<file path="src/rtl/pip_flush_ctrl.sv">
// Pipeline flush/redirect controller: arbitrates flush sources by age, stretches the flush pulse
// and hands the new PC to the frontend over ready/valid. Optional counter: PIP_FLUSH_PERF_EN.
module pip_flush_ctrl #(
  parameter int unsigned XLEN         = 64,
  parameter int unsigned NSRC         = 3,
  parameter int unsigned NSTAGE       = 6,
  parameter int unsigned SW           = $clog2(NSTAGE),
  parameter int unsigned FLUSH_CYCLES = 1
) (
  input  logic                 clk_i,
  input  logic                 srst_i,
  input  logic [NSRC-1:0]      req_valid_i,
  input  logic [NSRC*XLEN-1:0] req_pc_i,
  input  logic [NSRC*SW-1:0]   req_stage_i,
  input  logic [NSRC-1:0]      req_flushbpu_i,
  output logic [NSRC-1:0]      req_grant_o,
  input  logic                 hold_req_i,
  output logic [NSTAGE-1:0]    flush_o,
  output logic                 hold_o,
  output logic                 flushbpu_o,
  output logic [XLEN-1:0]      newpc_o,
  output logic                 newpc_valid_o,
  input  logic                 newpc_ready_i,
`ifdef PIP_FLUSH_PERF_EN
  output logic [31:0]          flush_cnt_o,
`endif
  output logic                 busy_o
);

  typedef enum logic [1:0] {StIdle, StFlush, StRedirect} state_e;

  localparam logic [SW-1:0] MaxStage = SW'(NSTAGE - 1);
  localparam logic [3:0]    CntInit  = 4'(FLUSH_CYCLES - 1);

  state_e          state_q, state_d;
  logic [XLEN-1:0] pc_q, pc_d;
  logic [SW-1:0]   stage_q, stage_d;
  logic            fbpu_q, fbpu_d;
  logic [3:0]      cnt_q, cnt_d;

  logic            win_found;
  logic [NSRC-1:0] win_oh;
  logic [SW-1:0]   win_stage;
  logic [XLEN-1:0] win_pc;
  logic            win_fbpu;
  logic [SW-1:0]   cand_stage;
  logic            accept;

  // Oldest stage wins; strict compare keeps ties with the lowest source index.
  always_comb begin
    win_found  = 1'b0;
    win_oh     = '0;
    win_stage  = '0;
    win_pc     = '0;
    win_fbpu   = 1'b0;
    cand_stage = '0;
    for (int i = 0; i < int'(NSRC); i++) begin
      cand_stage = req_stage_i[i*SW +: SW];
      if (cand_stage > MaxStage) cand_stage = MaxStage;
      if (req_valid_i[i] && (!win_found || cand_stage > win_stage)) begin
        win_found = 1'b1;
        win_oh    = '0;
        win_oh[i] = 1'b1;
        win_stage = cand_stage;
        win_pc    = req_pc_i[i*XLEN +: XLEN];
        win_fbpu  = req_flushbpu_i[i];
      end
    end
  end

  // Younger-or-equal requests during an active flush are already covered and get dropped.
  always_comb begin
    accept = 1'b0;
    unique case (state_q)
      StIdle:              accept = win_found;
      StFlush, StRedirect: accept = win_found && (win_stage > stage_q);
      default:             accept = 1'b0;
    endcase
  end

  always_comb begin
    state_d = state_q;
    pc_d    = pc_q;
    stage_d = stage_q;
    fbpu_d  = fbpu_q;
    cnt_d   = cnt_q;
    if (accept) begin
      state_d = StFlush;
      pc_d    = win_pc;
      stage_d = win_stage;
      fbpu_d  = win_fbpu;
      cnt_d   = CntInit;
    end else begin
      unique case (state_q)
        StFlush: begin
          if (cnt_q == 4'd0) state_d = StRedirect;
          else               cnt_d   = cnt_q - 4'd1;
        end
        StRedirect: begin
          if (newpc_ready_i) state_d = StIdle;
        end
        default: ;
      endcase
    end
  end

  always_ff @(posedge clk_i) begin
    if (srst_i) begin
      state_q <= StIdle;
      pc_q    <= '0;
      stage_q <= '0;
      fbpu_q  <= 1'b0;
      cnt_q   <= '0;
    end else begin
      state_q <= state_d;
      pc_q    <= pc_d;
      stage_q <= stage_d;
      fbpu_q  <= fbpu_d;
      cnt_q   <= cnt_d;
    end
  end

  always_comb begin
    flush_o = '0;
    for (int i = 0; i < int'(NSTAGE); i++) begin
      flush_o[i] = (state_q == StFlush) && (SW'(i) <= stage_q);
    end
  end

  assign req_grant_o   = accept ? win_oh : '0;
  assign flushbpu_o    = (state_q == StFlush) && fbpu_q;
  assign newpc_valid_o = (state_q == StRedirect);
  assign newpc_o       = (state_q == StRedirect) ? pc_q : '0;
  assign busy_o        = (state_q != StIdle);
  assign hold_o        = hold_req_i || (state_q != StIdle);

`ifdef PIP_FLUSH_PERF_EN
  logic [31:0] perf_q;

  always_ff @(posedge clk_i) begin
    if (srst_i) begin
      perf_q <= '0;
    end else if (accept && (perf_q != 32'hFFFF_FFFF)) begin
      perf_q <= perf_q + 32'd1;
    end
  end

  assign flush_cnt_o = perf_q;
`endif

endmodule

</file>
<file path="config.mk">
export PLATFORM = sky130hd
export DESIGN_NAME = pip_flush_ctrl
export DESIGN_NICKNAME = d
export VERILOG_FILES = /design/src/rtl/pip_flush_ctrl.sv
export SDC_FILE = /design/constraint.sdc
export NUM_CORES = 1
export LEC_CHECK = 0
export BUFFER_PORTS_ARGS = -buffer_cell sky130_fd_sc_hd__buf_2
export CAP_MARGIN = 10
export CELL_PAD_IN_SITES_DETAIL_PLACEMENT = 1
export CELL_PAD_IN_SITES_GLOBAL_PLACEMENT = 1
export CORE_ASPECT_RATIO = 1.25
export CORE_MARGIN = 2
export CORE_UTILIZATION = 33
export CTS_CLUSTER_SIZE = 20
export DETAILED_ROUTE_END_ITERATION = 8
export PLACE_DENSITY_LB_ADDON = 0.1
export SETUP_SLACK_MARGIN = 0.15
export SYNTH_ARGS = -nofsm -noshare
export SYNTH_HDL_FRONTEND = slang
export SYNTH_SLANG_ARGS = --single-unit
</file>
<file path="constraint.sdc">
create_clock -name clk_i -period 17.3 [get_ports clk_i]
set_clock_uncertainty 0.2 [all_clocks]
set_input_delay 3.46 -clock clk_i [delete_from_list [all_inputs] [get_ports clk_i]]
set_output_delay 3.46 -clock clk_i [all_outputs]
set_load 0.01 [all_outputs]
</file>
==> qor.txt <==
worst-margin pin slew: 0.936 ns
Die Span Y: 148 um
CTS tree: yes
clock tree buffer depth: 2
Cells after Synth: 780
grt ovf: 0
crit-path max cell delay: 0.77 ns
slowest stage cell, crit path: o311ai_4
half-perimeter wire length after placement: 15500 um
largest net degree at the start of global routing: 74
leading post-synthesis cells by cell area: dfxtp_1 (27%), a221oi_1 (11%), o32ai_1 (11%)
setup slack after layout: 4.94 ns
non-filler cells, final: 1234
FF+latch count, synth: 74
Most used DFF post-synth: dfxtp_1
Num CTS Buffers: 9
antenna-violating nets left: 0
num rows: 52
Core Area: 16200 um2
Worst Path Max Fanout: 27
Die X: 119 um
Nets: 1238
gpl congestion: 0.830
WS Path Type: in2out
Tmin final: 12.36 ns
Fin Setup TNS: 0 ns
Max Freq: 80.9 MHz
Synth area leader: dfxtp_1
Resize count post-CTS: 0
Worst Path Buf+Inv: 3
initial core utilization: 33.7%
Avg Vias per Cell: 5.33
Tcrit/Tclk final: 71.4%
synthesized cell area: 5460 um2
status: finished, final reports clean
pwr dens: 120 nW/um2
WL/cell: 18.0 um
IO Count: 288
Hold Buf Count CTS: 0
H-tree level count: 3
Total GRT Usage: 24.8%
placed cells: 1218
Hold Vio Cnt, Final: 0
DRC: 0
CP dominant cell by count: ha_1
Lkg Pwr: 0.00363 uW
Syn. warnings: 0
Slew Limit Fails: 0
Clock Sinks: 74
most frequent cells after synthesis: nor2_1 (144), nand2_1 (134), inv_1 (79), dfxtp_1 (74), a21o_1 (67)
Syn-to-layout area delta: 31.7%
Max Cap Violations: 0
Vias: 6581
Sequential Area: 1480 um2
Yosys cell types: 48
Setup crit end kind: output port
Clock Latency Late Sink: 0.35 ns
Hold Crit Start: fbpu_q$_SDFFE_PP0P_
DR iter-0 viols: 291
ys async rst share: 0%
CP top delay family: simple AND/OR/NAND/NOR gates
antenna violations before repair: 2
Mapped Nets: 1005
Startpoint Class: primary input
area of the multi-input gates: 3350 um2
Worst R2R Start: state_q[0]$_SDFFE_PP0P_
share of cells above drive strength 1: 31.9%
Critical Path, Cell by Cell: buf_2 > nand3b_1 > ha_1 > nor2b_1 > or3_4 > a31o_2 > and2_1 > ha_1 > and3b_1 > o311ai_4 > a31oi_1 > ha_1 > inv_1 > o21ai_0 > a21oi_1 > or2_2 > nor4_1 > buf_2
top-area cell type share of the netlist area: 27.1%
critical path data required time: 13.64 ns
pre-CTS setup slack: 5.04 ns
root buf cell: clkbuf_16
critical path arrival: 8.70 ns
worst vdd ir: 0.0000514 V
count leader, synth: nor2_1
Max-slew headroom: 37.1%
Worst Setup SP: req_valid_i[0]
postcts setup bufs: 0
DRT Wirelength: 22200 um
fill count: 2144
HP Class: reg2reg
setup violators final: 0
Reg clk slew, reported paths: 0.06 ns
die area: 17600 um2
syn_area_per_cell: 7.00 um2
first-pass GRT wire length: 34900 um
number of synthesized flops with an enable pin: 0
vias in the first global route: 6582
Seq/Total Area, Yosys: 27.1%
DRT Pass-1 Iters: 4
RSZ-0062 raised after global routing: false
buffers added on ports: 287
[cell type report]
type                       instances  area share [%]
antenna                            2          0.0696
timing repair buffer             298            21.1
inverter                          79            4.13
clock inverter                     3           0.244
sequential                        74            20.6
clock buffer                      11            3.38
tap                              216            3.76
multi-input combinational        551            46.7
[flip-flops by register name (all words and copies together) (netlist names)]
register	flops
cnt_q	4
fbpu_q	1
pc_q	64
stage_q	3
state_q	2
[cells by family after synthesis]
family / synth area share [%]
AOI/OAI and AO/OA: 34.8
xor gates and xnor gates: 0.482
adders and majority gates: 3.21
buffers and inverters: 12.0
DFF: 27.1
muxes: 0.206
and+or+nand+nor: 22.2
[routing by layer]
metal  routed length, um  global-route usage (%)  share of wire (%)  vias up
met1                9560                    30.5                 43     3115
met4                 597                    9.94                2.7        0
li1                    -                       -                  -     3209
met5                   0                       0                  0        -
met2               10700                    42.5                 48      226
met3                1260                    4.67                5.7       31
[through the flow]
step | hold WS, ns | power [uW] | cell area, um2 | util [%]
finish | 0.251 | 860 | 7190 | 44.4
floorplan | 0.229 | 558 | 5460 | -
detailed placement | 0.244 | 688 | 6920 | 42.7
global route | 0.274 | 927 | 7190 | 44.4
CTS | 0.254 | 868 | 7180 | 44.3
global placement | 0.245 | 682 | 6920 | 42.7
[power by group]
group          internal (uW)  switching, uW  total, uW
Combinational            155            259        414
Sequential               246           22.1        268
Clock                   99.1           78.5        178
[worst reg2reg max path, delay by kind of cell (launching register included)]
family,cells,cell delay (ns)
AND/OR/NAND/NOR,1,0.75
buffers and inverters,2,0.50
AO/OA/AOI/OAI,4,0.76
adder cells (fa/ha/maj),1,0.36
flip-flops,1,0.40
[final timing paths]
path,to,slack (ns),cells past startpoint
hold / removal,fbpu_q$_SDFFE_PP0P_,0.25,2
setup / recovery,req_grant_o[0],4.94,18
setup reg to reg,pc_q[17]$_SDFFE_PP0P_,14.23,8
hold reg to reg,fbpu_q$_SDFFE_PP0P_,0.25,2
[cell usage in the layout (no fill, tap or decap), types with 2 or more instances in the layout]
cell type and instances:
or2_1 2, inv_1 78, buf_4 11, a31oi_1 4, nand3_1 2, nand2_1 134, diode_2 2, a31o_2 2
a221oi_1 66, dfxtp_1 74, clkinv_2 2, clkbuf_16 9, o32ai_1 66, a21oi_1 4, xnor2_1 3, nor2b_1 3
o21ai_0 2, and2_1 5, ha_1 14, o21a_1 2, a21o_1 67, buf_2 287, nor3_1 3, nor2_1 144
nor4_1 2
(Power assumes the default switching activity.)
